$ cat config.mk
export PLATFORM = sky130hd
export DESIGN_NAME = infrared_rx_fifo
export DESIGN_NICKNAME = d
export VERILOG_FILES = /design/src/rtl/infrared_rx_fifo.sv
export SDC_FILE = /design/constraint.sdc
export NUM_CORES = 1
export LEC_CHECK = 0
export ABC_AREA = 1
export BUFFER_PORTS_ARGS = -buffer_cell sky130_fd_sc_hd__buf_2
export CORE_MARGIN = 3
export CORE_UTILIZATION = 50
export CTS_CLUSTER_DIAMETER = 30
export CTS_CLUSTER_SIZE = 24
export DETAILED_ROUTE_END_ITERATION = 6
export PLACE_DENSITY = 0.67
export SETUP_SLACK_MARGIN = 0.4
export SLEW_MARGIN = 40
export SYNTH_ARGS = -nofsm -noshare
export SYNTH_HDL_FRONTEND = slang
export SYNTH_SLANG_ARGS = --single-unit
export TNS_END_PERCENT = 1
$ cat constraint.sdc
create_clock -name clk -period 12.6 [get_ports clk]
set_input_delay 2.52 -clock clk [delete_from_list [all_inputs] [get_ports clk]]
set_output_delay 2.52 -clock clk [all_outputs]
set_load 0.05 [all_outputs]
$ cat src/rtl/infrared_rx_fifo.sv
// NEC infrared receiver: 2-FF synchronised input, 10 us tick duration measurement,
// frame/repeat decoding into a FIFO drained through a four-register slave port.
//
// state    | meaning
// IDLE     | waiting for the falling edge of a leader burst
// LEAD_L   | timing the 9 ms leader low
// LEAD_H   | timing the leader space (4.5 ms frame / 2.25 ms repeat)
// BIT_L    | timing the 560 us low that precedes every data bit
// BIT_H    | timing the data space; its length selects 0 or 1
// DONE     | one cycle: command check, push and latch of last_code
// REPEAT   | one cycle: optional push of last_code with the repeat flag
module infrared_rx_fifo #(
   parameter int CLK_HZ     = 50000000,
   parameter int FIFO_DEPTH = 8,
   parameter int CHECK_INV  = 1
) (
   input  logic        clk,
   input  logic        reset,
   input  logic        ir,
   input  logic        s_cs_n,
   input  logic [1:0]  s_address,
   input  logic        s_read,
   output logic [31:0] s_readdata,
   input  logic        s_write,
   input  logic [31:0] s_writedata,
   output logic        irq
);

   localparam int DIV = (CLK_HZ / 100000 < 1) ? 1 : CLK_HZ / 100000;
   localparam int PW  = (DIV > 1) ? $clog2(DIV) : 1;
   localparam int AW  = (FIFO_DEPTH > 1) ? $clog2(FIFO_DEPTH) : 1;

   typedef enum logic [2:0] {
      ST_IDLE, ST_LEAD_L, ST_LEAD_H, ST_BIT_L, ST_BIT_H, ST_DONE, ST_REPEAT
   } state_t;

   logic [1:0]    sync_q;
   logic          ir_prev_q;
   logic [PW-1:0] presc_q;
   logic [9:0]    dur_q;
   logic          tick, fall, rise, timeout;

   state_t        state_q;
   logic [31:0]   code_q;
   logic [4:0]    bit_cnt_q;
   logic [31:0]   last_code_q;
   logic          last_vld_q;
   logic          push_q;
   logic [32:0]   push_data_q;
   logic          err_set_q;

   logic [32:0]   mem_q [FIFO_DEPTH];
   logic [AW-1:0] rd_ptr_q, rd_ptr_d, wr_ptr_q, wr_ptr_d;
   logic [AW:0]   cnt_q, cnt_d;
   logic          err_q, err_d, ovf_q, ovf_d;
   logic          irq_en_q, irq_en_d, rpt_en_q, rpt_en_d;
   logic          irq_q, irq_d;

   logic          sel, wr_status, wr_ctrl, flush, pop, full, not_empty;
   logic          do_push, ovf_set;
   logic [32:0]   head;
   logic          unused_wdata;

   function automatic logic in_rng(input logic [9:0] d, input int lo, input int hi);
      int dv;
      dv = int'(d);
      return (dv >= lo) && (dv <= hi);
   endfunction

   assign tick    = (presc_q == '0);
   assign fall    = ir_prev_q & ~sync_q[1];
   assign rise    = ~ir_prev_q & sync_q[1];
   assign timeout = sync_q[1] && (dur_q > 10'd1000);

   always_ff @(posedge clk or posedge reset) begin
      if (reset) begin
         sync_q    <= 2'b11;
         ir_prev_q <= 1'b1;
         presc_q   <= '0;
         dur_q     <= '0;
      end else begin
         sync_q    <= {sync_q[0], ir};
         ir_prev_q <= sync_q[1];
         presc_q   <= tick ? PW'(DIV - 1) : presc_q - 1'b1;
         if (rise || fall)
            dur_q <= '0;
         else if (tick && dur_q != 10'h3FF)
            dur_q <= dur_q + 1'b1;
      end
   end

   always_ff @(posedge clk or posedge reset) begin
      if (reset) begin
         state_q     <= ST_IDLE;
         code_q      <= '0;
         bit_cnt_q   <= '0;
         last_code_q <= '0;
         last_vld_q  <= 1'b0;
         push_q      <= 1'b0;
         push_data_q <= '0;
         err_set_q   <= 1'b0;
      end else begin
         push_q    <= 1'b0;
         err_set_q <= 1'b0;
         case (state_q)
            ST_IDLE:
               if (fall) state_q <= ST_LEAD_L;
            ST_LEAD_L:
               if (rise) begin
                  if (in_rng(dur_q, 800, 1000)) state_q <= ST_LEAD_H;
                  else begin state_q <= ST_IDLE; err_set_q <= 1'b1; end
               end
            ST_LEAD_H:
               if (fall) begin
                  if (in_rng(dur_q, 400, 500)) begin
                     state_q   <= ST_BIT_L;
                     bit_cnt_q <= '0;
                  end else if (in_rng(dur_q, 200, 250)) begin
                     state_q <= ST_REPEAT;
                  end else begin
                     state_q <= ST_IDLE; err_set_q <= 1'b1;
                  end
               end else if (timeout) begin
                  state_q <= ST_IDLE;
               end
            ST_BIT_L:
               if (rise) begin
                  if (in_rng(dur_q, 40, 70)) state_q <= ST_BIT_H;
                  else begin state_q <= ST_IDLE; err_set_q <= 1'b1; end
               end
            ST_BIT_H:
               if (fall) begin
                  if (in_rng(dur_q, 40, 70) || in_rng(dur_q, 140, 190)) begin
                     code_q    <= {in_rng(dur_q, 140, 190), code_q[31:1]};
                     bit_cnt_q <= bit_cnt_q + 1'b1;
                     state_q   <= (bit_cnt_q == 5'd31) ? ST_DONE : ST_BIT_L;
                  end else begin
                     state_q <= ST_IDLE; err_set_q <= 1'b1;
                  end
               end else if (timeout) begin
                  state_q <= ST_IDLE;
               end
            ST_DONE: begin
               if (CHECK_INV == 0 || code_q[23:16] == ~code_q[31:24]) begin
                  push_q      <= 1'b1;
                  push_data_q <= {1'b0, code_q};
                  last_code_q <= code_q;
                  last_vld_q  <= 1'b1;
               end else begin
                  err_set_q <= 1'b1;
               end
               state_q <= ST_IDLE;
            end
            ST_REPEAT: begin
               if (rpt_en_q && last_vld_q) begin
                  push_q      <= 1'b1;
                  push_data_q <= {1'b1, last_code_q};
               end
               state_q <= ST_IDLE;
            end
            default: state_q <= ST_IDLE;
         endcase
      end
   end

   assign sel          = ~s_cs_n;
   assign wr_status    = sel & s_write & (s_address == 2'd1);
   assign wr_ctrl      = sel & s_write & (s_address == 2'd2);
   assign flush        = wr_ctrl & s_writedata[2];
   assign not_empty    = (cnt_q != '0);
   assign full         = (cnt_q == (AW + 1)'(FIFO_DEPTH));
   assign pop          = sel & s_read & (s_address == 2'd0) & not_empty;
   // a pop frees the slot the simultaneous push needs, so a full FIFO still accepts it
   assign do_push      = push_q & ~flush & (~full | pop);
   assign ovf_set      = push_q & ~flush & full & ~pop;
   assign head         = mem_q[rd_ptr_q];
   assign unused_wdata = ^{s_writedata[31], s_writedata[28:3]};

   always_comb begin
      rd_ptr_d = rd_ptr_q;
      wr_ptr_d = wr_ptr_q;
      cnt_d    = cnt_q;
      if (flush) begin
         rd_ptr_d = '0;
         wr_ptr_d = '0;
         cnt_d    = '0;
      end else begin
         if (do_push) wr_ptr_d = wr_ptr_q + 1'b1;
         if (pop)     rd_ptr_d = rd_ptr_q + 1'b1;
         case ({do_push, pop})
            2'b10:   cnt_d = cnt_q + 1'b1;
            2'b01:   cnt_d = cnt_q - 1'b1;
            default: cnt_d = cnt_q;
         endcase
      end
      err_d    = (err_q & ~(wr_status & s_writedata[29])) | err_set_q;
      ovf_d    = (ovf_q & ~(wr_status & s_writedata[30])) | ovf_set;
      irq_en_d = wr_ctrl ? s_writedata[0] : irq_en_q;
      rpt_en_d = wr_ctrl ? s_writedata[1] : rpt_en_q;
      irq_d    = irq_en_q & (not_empty | ovf_q);
   end

   always_ff @(posedge clk or posedge reset) begin
      if (reset) begin
         rd_ptr_q <= '0;
         wr_ptr_q <= '0;
         cnt_q    <= '0;
         err_q    <= 1'b0;
         ovf_q    <= 1'b0;
         irq_en_q <= 1'b0;
         rpt_en_q <= 1'b0;
         irq_q    <= 1'b0;
      end else begin
         rd_ptr_q <= rd_ptr_d;
         wr_ptr_q <= wr_ptr_d;
         cnt_q    <= cnt_d;
         err_q    <= err_d;
         ovf_q    <= ovf_d;
         irq_en_q <= irq_en_d;
         rpt_en_q <= rpt_en_d;
         irq_q    <= irq_d;
      end
   end

   always_ff @(posedge clk) begin
      if (do_push) mem_q[wr_ptr_q] <= push_data_q;
   end

   always_comb begin
      s_readdata = '0;
      case (s_address)
         2'd0:    s_readdata = not_empty ? head[31:0] : 32'd0;
         2'd1:    s_readdata = {not_empty, ovf_q, err_q, not_empty & head[32], 20'd0, 8'(cnt_q)};
         2'd2:    s_readdata = {30'd0, rpt_en_q, irq_en_q};
         default: s_readdata = '0;
      endcase
   end

   assign irq = irq_q;

endmodule
==> flow_summary.json, run 1 <==
{
  "vias": 11650,
  "ys.flop_type": "edfxtp_1",
  "cts_num_sinks": 409,
  "drive_gt1_frac": 0.1713,
  "grt.met2_usage": 0.3494,
  "portBuffers": 45,
  "whs_ns": 0.3532,
  "syn-instance-count": 1575,
  "gr-total-overflow": 0,
  "grt_use_total": 0.2126,
  "dr.pass1.iters": 5,
  "synth_fp_nets": 1627,
  "fin_area_sq_um": 20620,
  "routed_wl_um": 37670,
  "drt_iter0_drc": 1021,
  "min_path_type": "flop to flop",
  "regArea_sq_um": 11560,
  "cts.htree.levels": 3,
  "clockBufferDepth": 3,
  "finalCriticalPeriod_ns": 6.684,
  "dieArea_sq_um": 36840,
  "drt-vias-per-instance": 5.410,
  "worst_pin_slew_ns": 0.8308,
  "slew_violations": 0,
  "tns_ns": 0,
  "vdd_drop_max_v": 0.00009842,
  "grt_pass1_vias": 11730,
  "wl_per_cell_um": 17.49,
  "p_per_area_nw_per_um2": 205.4,
  "ys_seq_area_frac": 0.6688,
  "cp-end-kind": "output pin",
  "core_area_sq_um": 33780,
  "ctsHoldBuffers": 0,
  "cts-buffers-inserted": 80,
  "place_inst": 2003,
  "ctsResizeCount": 0,
  "ys_types": 46,
  "path_class": "primary input to output pin",
  "multi_input_area_sq_um": 5006,
  "drc": 0,
  "arrival_ns": 4.16,
  "maxCapViolations": 0,
  "rsz0062_at_grt": "no",
  "grt_use_met3": 0.04107,
  "antenna_found_initial": 0,
  "num_rows": 67,
  "grt_pass1_wl_um": 61380,
  "die_y_um": 191.9,
  "clock-root-buffer": "clkbuf_16",
  "final_nets": 1689,
  "ios": 73,
  "ys_ff_latch": 409,
  "initial_utilization": 0.5116,
  "place_congestion": 0.8614,
  "syn_area_sq_um": 17280,
  "crit_path_max_fanout": 32,
  "fin_skew_ns": 0.01581,
  "placed_area_sq_um": 17890,
  "grt_start_max_net_pins": 109,
  "path_clk_slew_ns": 0.04,
  "period_share": 0.5305,
  "cts_tree": "built",
  "crit_buf_inv": 4,
  "diodes": 0,
  "finalSetupViolations": 0,
  "area_growth_pct": 19.31,
  "ys_async_sr_fraction": 0.3545,
  "crit_required_ns": 10.08,
  "cp_slowest_stage_delay_ns": 0.42,
  "fmax_mhz": 149.6,
  "slowest_stage": "buf_4",
  "antenna_left": 0,
  "path_delay_family": "buffers and inverters",
  "worst_slack_ns": 5.916,
  "start_kind": "primary input",
  "cts_setup_buffers": 0,
  "final_cells": 2153,
  "dp_slack_ns": 5.885,
  "crit_chain": "buf_2 > inv_1 > nand2_2 > nor2_4 > buf_4 > o21ai_0 > o21ai_0 > buf_2",
  "leakagePower_nw": 8.640,
  "fillers": 2636,
  "die_width_um": 191.9,
  "yosys_warnings": 0,
  "max-slew-margin-rel": 0.4461,
  "synth-edff-count": 264,
  "grtUsageMet1": 0.2866,
  "hpwl_um": 19930,
  "synth_area_per_cell_sq_um": 10.97,
  "utilization": 0.6104,
  "status": "complete, no violations",
  "grt-busiest-layer": "met2",
  "final-hold-violation-count": 0,
  "clk_latency_ns": 0.57,
  "power_mw": 4.235
}
-- area by class of cell --
type                    count  area share
clock buffers             102      0.1060
repair buffers             64     0.01881
well taps                 448     0.02718
multi-input cells         984      0.2428
flip-flops and latches    409      0.5608
clock inverters            48     0.02609
inverters                  98     0.01832
-- routing by layer --
metal  wire [um]  up-vias
met1       16610     5653
met2       18280      307
met5           0        -
met3        1979       59
met4         801        0
li1            -     5629
-- sequential cells by signal, indices dropped and copies added (netlist names), 4 cells and up --
name and flops:
push_data_q 33, cnt_q 4, code_q 32, presc_q 9, dur_q 10, mem_q 264, last_code_q 32, bit_cnt_q 5
-- synthesized netlist by cell type, types with 6 or more instances --
library cell | n | area [sq um]
o21ai_0 | 197 | 986.0
ha_1 | 11 | 137.6
nand3_1 | 51 | 255.2
o221ai_1 | 11 | 96.34
edfxtp_1 | 264 | 7928
buf_2 | 26 | 130.1
clkbuf_1 | 42 | 157.7
o21ai_1 | 24 | 120.1
nor2_1 | 251 | 942.2
buf_6 | 6 | 67.56
inv_1 | 86 | 322.8
nand2_1 | 207 | 777.0
a31oi_1 | 24 | 150.1
o21a_1 | 32 | 240.2
a21oi_1 | 43 | 215.2
dfrtp_1 | 142 | 3553
o22ai_1 | 30 | 187.7
o21ai_2 | 29 | 254.0
nand4_1 | 8 | 50.05
xor2_1 | 9 | 78.83
inv_2 | 11 | 41.29
nand2_2 | 22 | 137.6
-- cell usage in the layout, fill, tap and decap left out, types with 3 or more instances in the layout --
cell type | synthesis | final
inv_1 | 86 | 83
dfstp_2 | 3 | 3
o21ai_2 | 29 | 29
xor2_1 | 9 | 9
nand4_1 | 8 | 8
o221ai_1 | 11 | 11
nor2_1 | 251 | 243
clkinv_4 | 0 | 7
o21a_1 | 32 | 32
o21ai_0 | 197 | 197
dfrtp_1 | 142 | 140
ha_1 | 11 | 11
nand2_1 | 207 | 206
nand3_1 | 51 | 50
inv_6 | 0 | 9
clkbuf_1 | 42 | 13
nor2_4 | 1 | 9
clkinv_1 | 1 | 5
xnor2_1 | 4 | 4
nand2_2 | 22 | 23
a21oi_1 | 43 | 43
bufinv_16 | 0 | 7
buf_2 | 26 | 45
clkinv_2 | 0 | 11
inv_2 | 11 | 11
nor3_1 | 4 | 3
edfxtp_1 | 264 | 264
clkinvlp_4 | 0 | 8
nor3_2 | 4 | 5
o21ai_1 | 24 | 24
clkbuf_8 | 0 | 8
o22ai_1 | 30 | 30
clkbuf_16 | 0 | 81
a31oi_1 | 24 | 24
nand3b_1 | 3 | 3
buf_4 | 4 | 16
-- where the power goes --
| group | leakage, nW | switching [mW] | internal, mW |
|---|---|---|---|
| logic | 2.29 | 0.477 | 0.188 |
| registers | 5.04 | 0.0503 | 1.44 |
| clock network | 1.31 | 0.698 | 1.38 |
| total | 8.64 | 1.22 | 3.01 |
-- cells by family (layout without fill, tap and decap cells) --
logic type	Yosys count	after routing	synth area share
fa+ha+maj	12	12	0.009121
buf+inv	182	312	0.04618
compound gates	398	398	0.1337
xor+xnor	13	13	0.006588
mux	2	2	0.001303
simple gates	559	559	0.1343
flops	409	409	0.6688
-- worst paths after layout --
kind,from,end,slack (ns),depth (start not counted)
worst min-delay path,sync_q[0]$_DFF_PP1_,sync_q[1]$_DFF_PP1_,0.35,0
worst max-delay path,s_address[1],s_readdata[28],5.92,8
worst max register to register,cnt_q[1]$_DFFE_PP0P_,mem_q[1][30]$_DFFE_PP_,9.23,12
worst min register to register,sync_q[0]$_DFF_PP1_,sync_q[1]$_DFF_PP1_,0.35,0
max in group asynchronous,reset,code_q[11]$_DFFE_PP0P_,9.60,3
min in group asynchronous,reset,push_data_q[32]$_DFFE_PP0P_,2.05,2
No activity file was read; power rests on OpenSTA's default activity.
==> inputs of run 2 (changes only) <==
- clock period: 12.6 -> 6.22 ns (I/O delays scaled with it)
==> flow_summary.json, run 2 (synthesis results as in run 1) <==
{
  "status": "complete, no violations",
  "crit_path_max_fanout": 49,
  "finalCriticalPeriod_ns": 4.589,
  "cts.htree.levels": 3,
  "min_path_type": "flop to flop",
  "ctsHoldBuffers": 0,
  "path_class": "flop to output pin",
  "cts-buffers-inserted": 74,
  "antenna_found_initial": 0,
  "final-hold-violation-count": 0,
  "start_kind": "flop",
  "clockBufferDepth": 3,
  "slowest_stage": "dfrtp_4",
  "routed_wl_um": 37220,
  "leakagePower_nw": 8.564,
  "final_cell_mix": "edfxtp_1, nor2_1, nand2_1",
  "largest_register": "mem_q",
  "dieArea_sq_um": 36840,
  "area_growth_pct": 18.52,
  "initial_utilization": 0.5116,
  "cp_slowest_stage_delay_ns": 0.75,
  "grt_pass1_vias": 11310,
  "clk_latency_ns": 0.57,
  "ios": 73,
  "fmax_mhz": 217.9,
  "grt_start_max_net_pins": 85,
  "drt_iter0_drc": 907,
  "gr-total-overflow": 0,
  "path_delay_family": "buffers and inverters",
  "core_area_sq_um": 33780,
  "wl_per_cell_um": 17.37,
  "ctsResizeCount": 0,
  "cts_tree": "built",
  "slew_violations": 0,
  "period_share": 0.7377,
  "p_per_area_nw_per_um2": 407.6,
  "grt_use_total": 0.2077,
  "place_congestion": 0.8612,
  "num_rows": 67,
  "rsz0062_at_grt": "no",
  "reg_top3": "mem_q: 264 flops, push_data_q: 33 flops",
  "tns_ns": 0,
  "cpMostUsedCell": "o21ai_0",
  "cts_setup_buffers": 0,
  "grt_pass1_wl_um": 59640,
  "worst_pin_slew_ns": 0.8156,
  "fin_skew_ns": 0.02071,
  "diodes": 0,
  "cts_num_sinks": 409,
  "die_width_um": 191.9,
  "hpwl_um": 21160,
  "crit_chain": "buf_4 > buf_12 > o21ai_0 > o22ai_1 > o21ai_0 > a31oi_1 > buf_2",
  "finalSetupViolations": 0,
  "clock-root-buffer": "clkbuf_16",
  "arrival_ns": 3.34,
  "vias": 11610,
  "crit_required_ns": 4.98,
  "vdd_drop_max_v": 0.0002513,
  "portBuffers": 45,
  "path_clk_slew_ns": 0.05,
  "drive_gt1_frac": 0.1681,
  "drt-vias-per-instance": 5.417,
  "layout_commonest_cell": "edfxtp_1",
  "die_y_um": 191.9,
  "dr.pass1.iters": 5,
  "max-slew-margin-rel": 0.4563,
  "largest_reg_flops": 264,
  "cp-end-kind": "output pin",
  "utilization": 0.6064,
  "crit_buf_inv": 3,
  "antenna_left": 0,
  "drc": 0,
  "maxCapViolations": 0,
  "final_nets": 1685
}
[run 2: cell types whose count changed in the layout (fill, tap and decap cells not counted), moves of 3 or more]
| cell | change |
|---|---|
| clkinv_4 | -3 |
| clkinv_2 | -3 |
| clkbuf_8 | +3 |
| clkinv_1 | +3 |
| clkbuf_1 | -6 |
| clkbuf_16 | -5 |
[run 2: power breakdown]
group / internal [mW] / switching, mW / leakage, nW
registers: 2.91 / 0.0733 / 5.04
logic: 0.400 / 0.997 / 2.31
clock network: 2.63 / 1.34 / 1.22
[run 2: layer usage]
metal | track usage | part of all wire | vias up
li1 | - | - | 5623
met1 | 0.2708 | 0.43 | 5637
met2 | 0.3484 | 0.49 | 289
met3 | 0.04125 | 0.053 | 60
met4 | 0.07282 | 0.022 | 0
met5 | 0 | 0 | -
[run 2: worst paths after layout]
kind                                               end  depth (start not counted)  slack [ns]               startpoint
setup / recovery                        s_readdata[23]                          7        1.63  rd_ptr_q[0]$_DFFE_PP0P_
hold / removal                     sync_q[1]$_DFF_PP1_                          0        0.36      sync_q[0]$_DFF_PP1_
setup reg to reg                mem_q[3][15]$_DFFE_PP_                         11        2.83     cnt_q[0]$_DFFE_PP0P_
hold reg to reg                    sync_q[1]$_DFF_PP1_                          0        0.36      sync_q[0]$_DFF_PP1_
max in group asynchronous  last_code_q[29]$_DFFE_PP0P_                          3        4.46                    reset
min in group asynchronous      wr_ptr_q[2]$_DFFE_PP0P_                          2        0.77                    reset
[run 2: layout make-up]
class | instances | area [sq um]
fillers | 2611 | 13300
flip-flops and latches | 409 | 11560
multi-input cells | 984 | 5006
clock buffers | 94 | 2079
well taps | 448 | 560.5
clock inverters | 44 | 461.7
repair buffers | 66 | 431.7
inverters | 98 | 381.6
[run 2: worst register-to-register path, cell delays in order, from the launching register on]
cell	delay (ns)
dfrtp_1	0.45
nor2_1	0.11
nand3_1	0.18
nand2_2	0.11
nor2_4	0.44
nand3_2	0.21
nand4_1	0.16
nand2_2	0.10
inv_1	0.10
nand2_1	0.24
nor2_4	0.48
buf_4	0.45
[run 2: metrics by stage]
stage / hold WS, ns / setup WS (ns) / instances / power (mW) / instance area (sq um)
after floorplan: 0.3452 / 1.086 / 1575 / 4.058 / 17280
after global placement: 0.3487 / 1.650 / 2002 / 4.378 / 17880
after detailed placement: 0.3504 / 1.959 / 2005 / 4.430 / 17940
after CTS: 0.3573 / 1.354 / 2143 / 8.413 / 20480
after global routing: 0.3639 / 1.478 / 2143 / 8.699 / 20490
final: 0.3551 / 1.631 / 2143 / 8.350 / 20490
